## config.mk

```make
export PLATFORM = sky130hd
export DESIGN_NAME = intdiv_seq
export DESIGN_NICKNAME = d
export VERILOG_FILES = /design/src/rtl/intdiv_pkg.sv /design/src/rtl/intdiv_otf.sv /design/src/rtl/intdiv_seq.sv
export SDC_FILE = /design/constraint.sdc
export NUM_CORES = 1
export LEC_CHECK = 0
export ABC_AREA = 1
export BUFFER_PORTS_ARGS = -buffer_cell sky130_fd_sc_hd__buf_4
export CORE_ASPECT_RATIO = 0.7
export CORE_UTILIZATION = 25
export DETAILED_ROUTE_END_ITERATION = 8
export PLACE_DENSITY = 0.44
export RECOVER_POWER = 25
export SLEW_MARGIN = 20
export SYNTH_ARGS = -nofsm -noshare
export SYNTH_HDL_FRONTEND = slang
export SYNTH_HIERARCHICAL = 1
export SYNTH_SLANG_ARGS = --single-unit
```

## constraint.sdc

```tcl
create_clock -name clk -period 9.3 [get_ports clk]
set_input_delay 1.395 -clock clk [delete_from_list [all_inputs] [get_ports clk]]
set_output_delay 1.395 -clock clk [all_outputs]
set_load 0.01 [all_outputs]
```

## src/rtl/intdiv_pkg.sv

```systemverilog
// rtl/intdiv_pkg.sv - shared encodings and state type for the sequential divider
//
// Purpose: signed-digit (SD2) quotient digit codes, sign-bit meanings and the
// divider control state enum, shared by intdiv_seq and intdiv_otf.
// Ports: none (package).
package intdiv_pkg;

  // SD2 quotient digit encodings; both 01 and 10 mean +1.
  localparam logic [1:0] NEG1   = 2'b11;
  localparam logic [1:0] ZERO   = 2'b00;
  localparam logic [1:0] POS1_1 = 2'b01;
  localparam logic [1:0] POS1_2 = 2'b10;

  // Meaning of a two's-complement sign bit.
  localparam logic NEGATIVE = 1'b1;
  localparam logic POSITIVE = 1'b0;

  typedef enum logic [2:0] {
    IDLE,
    CHECK,
    ITER,
    ADJ,
    DONE
  } state_e;

endpackage

```

## src/rtl/intdiv_otf.sv

```systemverilog
// rtl/intdiv_otf.sv - on-the-fly SD2 quotient converter
//
// Purpose: accumulates SD2 quotient digits MSB-first into a conventional
// binary quotient without carry propagation, keeping Q and QM = Q-1.
// Ports:
//   clk, rst  - clock, synchronous active-high reset
//   clr       - restart conversion (Q = 0, QM = -1)
//   en        - consume one digit this cycle
//   digit     - SD2 digit (NEG1, ZERO, POS1_1, POS1_2)
//   q_val     - registered Q
//   qm_val    - registered QM = Q - 1
module intdiv_otf
  import intdiv_pkg::*;
#(
  parameter int W = 16
) (
  input  logic         clk,
  input  logic         rst,
  input  logic         clr,
  input  logic         en,
  input  logic [1:0]   digit,
  output logic [W-1:0] q_val,
  output logic [W-1:0] qm_val
);

  logic [W-1:0] acc_q, acc_d;
  logic [W-1:0] accm_q, accm_d;

  always_comb begin
    acc_d  = acc_q;
    accm_d = accm_q;
    if (clr) begin
      acc_d  = '0;
      accm_d = '1;
    end else if (en) begin
      case (digit)
        ZERO: begin
          acc_d  = {acc_q[W-2:0], 1'b0};
          accm_d = {accm_q[W-2:0], 1'b1};
        end
        NEG1: begin
          acc_d  = {accm_q[W-2:0], 1'b1};
          accm_d = {accm_q[W-2:0], 1'b0};
        end
        default: begin
          // POS1_1 and POS1_2
          acc_d  = {acc_q[W-2:0], 1'b1};
          accm_d = {acc_q[W-2:0], 1'b0};
        end
      endcase
    end
  end

  always_ff @(posedge clk) begin
    if (rst) begin
      acc_q  <= '0;
      accm_q <= '1;
    end else begin
      acc_q  <= acc_d;
      accm_q <= accm_d;
    end
  end

  assign q_val  = acc_q;
  assign qm_val = accm_q;

endmodule

```

## src/rtl/intdiv_seq.sv

```systemverilog
// rtl/intdiv_seq.sv - sequential radix-2 non-restoring integer divider
//
// Purpose: truncating signed/unsigned division, one SD2 quotient digit per
// cycle, with a dedicated sign fix-up cycle and divide-by-zero/overflow
// short cuts.
// Ports:
//   clk, rst     - clock, synchronous active-high reset
//   start        - request, sampled when not busy (IDLE or DONE)
//   signed_op    - 1: two's-complement operands, 0: unsigned
//   y, x         - dividend, divisor
//   busy         - high in CHECK, ITER, ADJ
//   done         - one-cycle pulse; q, r, div_by_zero valid from here
//   q, r         - quotient, remainder (held until overwritten)
//   div_by_zero  - set with done when x == 0
module intdiv_seq
  import intdiv_pkg::*;
#(
  parameter int W = 16
) (
  input  logic         clk,
  input  logic         rst,
  input  logic         start,
  input  logic         signed_op,
  input  logic [W-1:0] y,
  input  logic [W-1:0] x,
  output logic         busy,
  output logic         done,
  output logic [W-1:0] q,
  output logic [W-1:0] r,
  output logic         div_by_zero
);

  localparam int CW = $clog2(W) + 1;

  state_e        state_q, state_d;
  logic [CW-1:0] cnt_q, cnt_d;
  logic [W:0]    rem_q, rem_d;      // partial remainder, W+1 bits
  logic [W-1:0]  dvd_q, dvd_d;      // dividend bits still to shift in
  logic [W:0]    x_q, x_d;          // extended divisor
  logic          ysign_q, ysign_d;
  logic          sgn_q, sgn_d;
  logic [W-1:0]  qres_q, qres_d;
  logic [W-1:0]  rres_q, rres_d;
  logic          dbz_q, dbz_d;

  logic          otf_clr, otf_en;
  logic [1:0]    digit;
  logic [W-1:0]  otf_q, otf_qm;

  logic          rem_sgn_eq_x;
  logic [W:0]    rem_sh, rem_nx;
  logic          x_zero, ovf;
  logic          in_ysign, in_xsign;

  logic          fix_a, hit_pos, hit_neg, q_up, q_dn;
  logic [W:0]    rem_a, neg_x;
  logic [W-1:0]  adj_q, adj_r;

  intdiv_otf #(.W(W)) u_otf (
    .clk    (clk),
    .rst    (rst),
    .clr    (otf_clr),
    .en     (otf_en),
    .digit  (digit),
    .q_val  (otf_q),
    .qm_val (otf_qm)
  );

  // Non-restoring step. The true value 2*rem+bit -/+ x always lands back in
  // the W+1 bit range, so modulo-2^(W+1) arithmetic gives it exactly.
  always_comb begin
    rem_sgn_eq_x = (rem_q[W] == x_q[W]);
    rem_sh       = {rem_q[W-1:0], dvd_q[W-1]};
    rem_nx       = rem_sgn_eq_x ? (rem_sh - x_q) : (rem_sh + x_q);
    digit        = rem_sgn_eq_x ? POS1_1 : NEG1;
  end

  // Final fix-up. Step (a) and step (b) never both fire: when (a) fires
  // |rem| <= |x| and the correction lands strictly inside (-|x|, |x|).
  always_comb begin
    neg_x = -x_q;
    fix_a = (rem_q != '0) && (rem_q[W] != ysign_q);
    rem_a = rem_q;
    if (fix_a) begin
      rem_a = rem_sgn_eq_x ? (rem_q - x_q) : (rem_q + x_q);
    end
    hit_pos = (rem_a == x_q);
    hit_neg = (rem_a == neg_x);
    q_up    = (fix_a && rem_sgn_eq_x) || hit_pos;
    q_dn    = (fix_a && !rem_sgn_eq_x) || hit_neg;
    adj_r   = (hit_pos || hit_neg) ? '0 : rem_a[W-1:0];
    // q-1 comes for free from QM; only q+1 needs an incrementer.
    if (q_up) begin
      adj_q = otf_q + W'(1);
    end else if (q_dn) begin
      adj_q = otf_qm;
    end else begin
      adj_q = otf_q;
    end
  end

  always_comb begin
    in_ysign = signed_op ? y[W-1] : POSITIVE;
    in_xsign = signed_op ? x[W-1] : POSITIVE;
    x_zero   = (x_q == '0);
    ovf      = sgn_q && (dvd_q == {1'b1, {(W-1){1'b0}}}) && (x_q[W-1:0] == '1);
  end

  always_comb begin
    state_d = state_q;
    cnt_d   = cnt_q;
    rem_d   = rem_q;
    dvd_d   = dvd_q;
    x_d     = x_q;
    ysign_d = ysign_q;
    sgn_d   = sgn_q;
    qres_d  = qres_q;
    rres_d  = rres_q;
    dbz_d   = dbz_q;
    otf_clr = 1'b0;
    otf_en  = 1'b0;

    case (state_q)
      IDLE, DONE: begin
        if (start) begin
          state_d = CHECK;
          rem_d   = {(W+1){in_ysign}};
          dvd_d   = y;
          x_d     = {in_xsign, x};
          ysign_d = in_ysign;
          sgn_d   = signed_op;
          dbz_d   = 1'b0;
          otf_clr = 1'b1;
        end else if (state_q == DONE) begin
          state_d = IDLE;
        end
      end
      CHECK: begin
        if (x_zero) begin
          state_d = DONE;
          dbz_d   = 1'b1;
          qres_d  = '1;
          rres_d  = dvd_q;
        end else if (ovf) begin
          state_d = DONE;
          qres_d  = dvd_q;
          rres_d  = '0;
        end else begin
          // The first digit is issued here so the W digits plus the
          // fix-up cycle fit in W+1 busy cycles.
          state_d = ITER;
          rem_d   = rem_nx;
          dvd_d   = {dvd_q[W-2:0], 1'b0};
          otf_en  = 1'b1;
          cnt_d   = CW'(W - 1);
        end
      end
      ITER: begin
        rem_d  = rem_nx;
        dvd_d  = {dvd_q[W-2:0], 1'b0};
        otf_en = 1'b1;
        cnt_d  = cnt_q - CW'(1);
        if (cnt_q == CW'(1)) begin
          state_d = ADJ;
        end
      end
      ADJ: begin
        state_d = DONE;
        qres_d  = adj_q;
        rres_d  = adj_r;
      end
      default: begin
        state_d = IDLE;
      end
    endcase
  end

  always_ff @(posedge clk) begin
    if (rst) begin
      state_q <= IDLE;
      cnt_q   <= '0;
      rem_q   <= '0;
      dvd_q   <= '0;
      x_q     <= '0;
      ysign_q <= 1'b0;
      sgn_q   <= 1'b0;
      qres_q  <= '0;
      rres_q  <= '0;
      dbz_q   <= 1'b0;
    end else begin
      state_q <= state_d;
      cnt_q   <= cnt_d;
      rem_q   <= rem_d;
      dvd_q   <= dvd_d;
      x_q     <= x_d;
      ysign_q <= ysign_d;
      sgn_q   <= sgn_d;
      qres_q  <= qres_d;
      rres_q  <= rres_d;
      dbz_q   <= dbz_d;
    end
  end

  assign busy        = (state_q == CHECK) || (state_q == ITER) || (state_q == ADJ);
  assign done        = (state_q == DONE);
  assign q           = qres_q;
  assign r           = rres_q;
  assign div_by_zero = dbz_q;

endmodule

```

==> key figures, run 1 <==
Synth
  • Post-synth top area share: 0.250
  • Register area share after synthesis: 0.250
  • Synthesis warning total: 6
  • Mean post-synth cell area: 6.18 µm²
  • Post-synth top area cell: dfxtp_1
  • Most area-consuming cells after synthesis: dfxtp_1 (25%), nand2_1 (17%), nand3_1 (8.1%)
  • Netlist cell types: 53
  • Syn Inst Count: 1618
  • Post-synthesis register bit count: 125
  • Cell Area, Synth: 0.0100 mm²

Floorplanning
  • Starting Density: 0.257
  • Placement Rows: 60
  • Die height: 169 µm
  • Die Wd: 241 µm
  • IO Count: 71
  • Die ar.: 0.0408 mm²
  • Core Footprint: 0.0389 mm²

Timing
  • Setup_tns: 0 ns
  • FMAX: 186 MHz
  • Final period util: 0.579
  • Final setup fails: 0
  • Final WS setup: 3.92 ns
  • Max_slew headroom: 0.306
  • Unrepaired setup endpoints after global routing: no
  • Clock Skews: 0.0109 ns
  • Final Slew Violations: 0
  • WHS: 0.487 ns
  • Final Hold Viols: 0
  • Minimum clock period: 5.38 ns
  • Slew @ Worst Pin: 1.04 ns

Worst setup path
  • Slowest-stage cell, CP: nand4_4
  • Cell mode on critical path: nand2_1
  • R2R depth: 24
  • CP arrival: 5.69 ns
  • CP Max Fanout: 33
  • Crit. path cell count: 24
  • Max stage delay on crit path: 0.55 ns
  • Required @ worst endpoint: 9.61 ns
  • Critical path capture point type: flop
  • Critical-path cell list: inv_2 -> nand2_1 -> nand2_2 -> buf_4 -> inv_2 -> o21ai_0 -> ha_1 -> xor2_1 -> nand3_1 -> nand2_1 -> xnor2_1 -> nand2_1 -> nor4_1 -> nand3_1 -> nor2_1 -> nand2_1 -> nor2_1 -> nand4_4 -> nand2_4 -> nand2_1 -> nand3_2 -> nand2_1 -> nand2_1 -> a21oi_2
  • CP Class: flop to flop
  • Crit start category: flop
  • Crit-path leading delay family: simple AND/OR/NAND/NOR gates
  • Crit path buf inv count: 3

GRT
  • Largest net degree at the start of global routing: 65
  • Vias in the first global route: 9759
  • Grt total ovfl: 0
  • Gr usage total: 0.190
  • Initial antenna violation count: 0
  • First-pass GRT wire length: 58700 µm

Route
  • Final WL: 38100 µm
  • Via total after detailed routing: 10700
  • 1st-iter DRT viols: 970
  • DRC violations left: 0
  • Routed len/inst: 17.5 µm
  • Vias per inst: 4.90
  • Antenna Nets Post-Route: 0
  • DRT Pass-1 Iters: 5

Clock network
  • Post-CTS Resized: 0
  • Worst-skew pair later-pin latency: 0.44 ns
  • CTS tree: done
  • Post-CTS Setup Repair Bufs: 0
  • CTS H-tree lvls: 4
  • Hold-fix buffers, CTS: 0
  • CTS Buf Count: 17
  • Max Root-Sink Buffers: 2
  • Clock sinks: 125
  • CTS Root Cell: clkbuf_16
  • Clock Pin Slew Worst Setup and Hold Paths: 0.05 ns

Worst hold path
  • Hold depth: 2
  • HP Class: flop to flop

Pwr
  • Max VDD drop: 0.000146 V
  • Pwr/cell area: 242 mW/mm²
  • Leak: 5.16 nW

Job
  • # Max-Cap Violations: 0

Outcome
  • Outcome: complete, no violations

Finish
  • Area growth, synth to finish: 12.8%
  • # diodes: 0
  • Share of layout cells above drive strength 1: 0.129
  • Net count, final: 1701
  • Fill cells: 4439
  • Cell Count, Final, Fillers Out: 2182

Place
  • Routability cong.: 0.916
  • Placed cell count: 2152
  • Post-DP HPWL: 29100 µm
  • Place WS: 3.93 ns
  • Number of port buffers: 70
[cells in the final DEF (no fill, tap or decap), drive strengths merged, types with 3 or more instances in the layout]
| master | instances |
|---|---|
| nand2 | 493 |
| nand3 | 195 |
| inv | 193 |
| nor2 | 145 |
| dfxtp | 125 |
| a21oi | 112 |
| o21ai | 109 |
| clkbuf | 60 |
| buf | 43 |
| a31oi | 39 |
| nand4 | 26 |
| xor2 | 25 |
| ha | 19 |
| a221oi | 16 |
| nor3 | 10 |
| nor4 | 7 |
| nand3b | 6 |
| or2 | 5 |
| clkinv | 5 |
| xnor2 | 4 |
| a211oi | 3 |
[flip-flops by register name, summed over array words and instances (netlist names)]
register and flops:
r 16, rem_q 17, state_q 3, dvd_q 16, cnt_q 5, div_by_zero 1, sgn_q 1, x_q 17
u_otf/qm_val 16, u_otf/q_val 16, ysign_q 1, q 16
[synthesized netlist by cell type (all sizes together)]
master	n
a2111oi	1
a211oi	3
a21boi	1
a21oi	112
a221oi	16
a31oi	39
a41o	1
and2	1
buf	36
clkbuf	37
clkinv	1
conb	1
dfxtp	125
fa	2
ha	19
inv	193
nand2	493
nand3	195
nand3b	6
nand4	26
nor2	145
nor3	10
nor4	7
o21a	1
o21ai	109
o21bai	2
o22ai	1
o31ai	1
or2	5
xnor2	4
xor2	25
[final cells by class]
cell class              instances  area (µm²)  area share
clock buffers                  24         502      0.0445
clock inverters                 6        83.8     0.00744
inverters                     194         743      0.0659
multi-input cells            1227        6320       0.561
flip-flops and latches        125        2500       0.222
well taps                     527         659      0.0585
repair buffers                 79         462      0.0410
[layer usage]
metal  up-vias  track usage  routed length, µm
met5         -            0                  0
met4         0       0.0476                485
met3        28       0.0363               2380
met2       273        0.257              15000
met1      5039        0.296              20200
li1       5353            -                  -
[worst register-to-register path, delay by kind of cell, from the launching register on]
kind / cells / cell delay [ns]
AOI/OAI and AO/OA: 2 / 0.43
xor gates and xnor gates: 2 / 0.45
adders and majority gates: 1 / 0.34
buffers and inverters: 3 / 0.92
DFF: 1 / 0.36
and+or+nand+nor: 16 / 2.76
[cell families after synthesis]
logic type,Yosys count,synth area share
buf+inv,267,0.118
fa+ha+maj,21,0.0278
flops,125,0.250
compound gates,287,0.162
xor+xnor,29,0.0262
simple gates,888,0.415
other cells,1,0.000375
[through the flow]
step                instance area [µm²]  utilization  total power [mW]
global route                      11300        0.290              2.93
CTS                               11400        0.293              2.72
finish                            11300        0.290              2.73
floorplan                         10000            -              1.70
global placement                  10800        0.278              2.03
detailed placement                10800        0.278              2.03
[worst paths after layout]
kind	startpoint	end	slack, ns
max reg2reg	rem_q[16]$_SDFFE_PP0P_	q[12]$_SDFFE_PP0P_	3.92
min reg2reg	u_otf/qm_val[15]$_SDFFE_PP1P_	u_otf/qm_val[15]$_SDFFE_PP1P_	0.49
min	u_otf/qm_val[15]$_SDFFE_PP1P_	u_otf/qm_val[15]$_SDFFE_PP1P_	0.49
max	rem_q[16]$_SDFFE_PP0P_	q[12]$_SDFFE_PP0P_	3.92
[where the power goes]
part           switching (mW)  internal (mW)  leakage [nW]  total [mW]
sequential             0.0880          0.601          1.02       0.690
clock                   0.258          0.426         0.292       0.684
combinational           0.942          0.410          3.85        1.35
Note: power is estimated with default switching activity, not from simulation.
==> inputs of run 2 (changes only) <==
Settings changed: PLACE_DENSITY 0.44 to 0.45.
Clock period 9.3 ns to 4.9 ns, I/O delays scaled along.
==> run 2 against run 1 <==
Compared with the run above:
- global-route usage is 0.54 points higher
- critical endpoint is now q[7]$_SDFFE_PP0P_
- critical path type unchanged
- largest cell class unchanged
- non-clock buffer count grew 19
- utilization up 0.34 points
==> key figures, run 2 (synthesized netlist as in run 1, its figures left out) <==
Timing
  • Final setup fails: 0 (unchanged)
  • Final Hold Viols: 0 (unchanged)
  • Final Slew Violations: 0 (unchanged)
  • Clock Skews: 0.0147 ns (+0.00385 ns)
  • FMAX: 222 MHz (+19%)
  • Setup_tns: 0 ns (unchanged)
  • Unrepaired setup endpoints after global routing: no
  • Slew @ Worst Pin: 0.861 ns (-0.180 ns)
  • Final period util: 0.920 (+0.341)
  • Minimum clock period: 4.51 ns (-0.879 ns)
  • Max_slew headroom: 0.424 (+0.118)

Route
  • 1st-iter DRT viols: 1066 (+9.9%)
  • Vias per inst: 4.92 (+0.39%)
  • Final WL: 39400 µm (+3.4%)
  • Antenna Nets Post-Route: 0 (unchanged)
  • DRT Pass-1 Iters: 5 (unchanged)
  • DRC violations left: 0 (unchanged)
  • Via total after detailed routing: 10800 (+1.4%)
  • Routed len/inst: 17.9 µm (+2.4%)

Floorplanning
  • IO Count: 71 (unchanged)
  • Placement Rows: 60 (unchanged)
  • Die ar.: 0.0408 mm² (unchanged)
  • Die height: 169 µm (unchanged)
  • Die Wd: 241 µm (unchanged)
  • Starting Density: 0.257 (unchanged)
  • Core Footprint: 0.0389 mm² (unchanged)

Clock network
  • Hold-fix buffers, CTS: 0 (unchanged)
  • Worst-skew pair later-pin latency: 0.45 ns (about the same)
  • Clock Pin Slew Worst Setup and Hold Paths: 0.07 ns (+0.02 ns)
  • Max Root-Sink Buffers: 2 (unchanged)
  • CTS tree: done
  • CTS Root Cell: clkbuf_16
  • CTS Buf Count: 17 (unchanged)
  • CTS H-tree lvls: 4 (unchanged)
  • Clock sinks: 125 (unchanged)

Pwr
  • Pwr/cell area: 456 mW/mm² (+89%)
  • Leak: 5.23 nW (+1.3%)
  • Max VDD drop: 0.000244 V (+66%)

Finish
  • # diodes: 0 (unchanged)
  • Fill cells: 4479 (+0.90%)
  • Commonest non-fill, non-tap cell in the layout: nand2_1
  • Commonest cells after routing, fill and taps aside: nand2_1 (450), inv_1 (168), nand3_1 (161)
  • Util after Layout: 0.293 (+0.00344)
  • Largest regs: rem_q (17), x_q (17)
  • Area growth, synth to finish: 14.1%
  • Net count, final: 1720 (+1.1%)
  • Share of layout cells above drive strength 1: 0.141 (+0.0121)

Worst setup path
  • Required @ worst endpoint: 5.28 ns (-4.33 ns)
  • CP Max Fanout: 11 (-67%)
  • Crit start category: flop
  • CP arrival: 4.88 ns (-0.81 ns)
  • Max stage delay on crit path: 0.48 ns (-0.07 ns)
  • Critical path capture point type: flop
  • CP Class: flop to flop
  • Cell mode on critical path: nand2_1
  • R2R depth: 28 (+17%)
  • Slowest-stage cell, CP: dfxtp_1

Place
  • Routability cong.: 0.893 (-2.4%)
  • Number of port buffers: 70 (unchanged)
  • Post-DP HPWL: 30400 µm (+4.3%)

Worst hold path
  • Hold depth: 2 (unchanged)
  • HP Class: flop to flop

GRT
  • Grt total ovfl: 0 (unchanged)
  • Gr usage total: 0.195 (+0.00535)
  • First-pass GRT wire length: 60100 µm (+2.4%)
  • Initial antenna violation count: 2 (+2)
  • Largest net degree at the start of global routing: 46 (-29%)
  • Vias in the first global route: 9852 (+0.95%)

Outcome
  • Outcome: complete, no violations

Job
  • # Max-Cap Violations: 0 (unchanged)
run 2: cell types whose count changed in the layout (fill, tap and decap cells not counted), moves of 2 or more:
| cell | change |
|---|---|
| buf_4 | +20 |
| clkbuf_8 | -5 |
| clkinv_4 | +2 |
| clkinvlp_4 | +3 |
| inv_6 | +4 |
run 2: metrics by stage:
stage | setup WS (ns) | hold WS, ns | total power [mW] | instance area (µm²) | std cells
final | 0.394 | 0.489 | 5.20 | 11400 | 2203
after CTS | 0.312 | 0.493 | 5.19 | 11500 | 2202
after global placement | 0.338 | 0.458 | 3.90 | 11000 | 2170
after global routing | 0.00673 | 0.519 | 5.59 | 11400 | 2203
after detailed placement | 0.365 | 0.482 | 3.90 | 11000 | 2170
after floorplan | 1.10 | 0.440 | 3.22 | 10000 | 1619
run 2: final cells by class:
cell class / instances / area (µm²) / area share
Sequential cell: 125 / 2500 / 0.219
Tap cell: 527 / 659 / 0.0578
Multi-Input combinational cell: 1227 / 6330 / 0.555
Clock buffer: 18 / 429 / 0.0376
Inverter: 194 / 743 / 0.0652
Clock inverter: 14 / 135 / 0.0118
Timing Repair Buffer: 98 / 604 / 0.0530
run 2: routing by layer:
metal  vias up  share of wire  track usage
met3        36          0.074       0.0338
li1       5390              -            -
met1      5050           0.53        0.311
met5         -        0.00033            0
met4         2          0.017       0.0534
met2       360           0.38        0.257
run 2: where the power goes:
group	switching [mW]	leakage [nW]	internal (mW)	total (mW)
clock	0.563	0.270	0.707	1.27
sequential	0.168	1.02	1.14	1.31
combinational	1.80	3.94	0.817	2.62
run 2: what timing repair did:
action | CTS | global route
endpoints found under the setup margin | 0 | 17
buffers inserted | 0 | 1
resized for setup | 0 | 3
run 2: final timing paths:
check | startpoint | to | slack, ns
worst max-delay path | x_q[0]$_SDFFE_PP0P_ | q[7]$_SDFFE_PP0P_ | 0.39
worst min-delay path | cnt_q[4]$_SDFFE_PP0P_ | cnt_q[4]$_SDFFE_PP0P_ | 0.49
worst max register to register | x_q[0]$_SDFFE_PP0P_ | q[7]$_SDFFE_PP0P_ | 0.39
worst min register to register | cnt_q[4]$_SDFFE_PP0P_ | cnt_q[4]$_SDFFE_PP0P_ | 0.49
run 2: worst max-delay path, delay by kind of cell, from the launching register on:
| family | cells | cell delay [ns] |
|---|---|---|
| simple gates | 20 | 2.40 |
| fa+ha+maj | 2 | 0.58 |
| compound gates | 3 | 0.53 |
| flops | 1 | 0.48 |
| buf+inv | 3 | 0.44 |
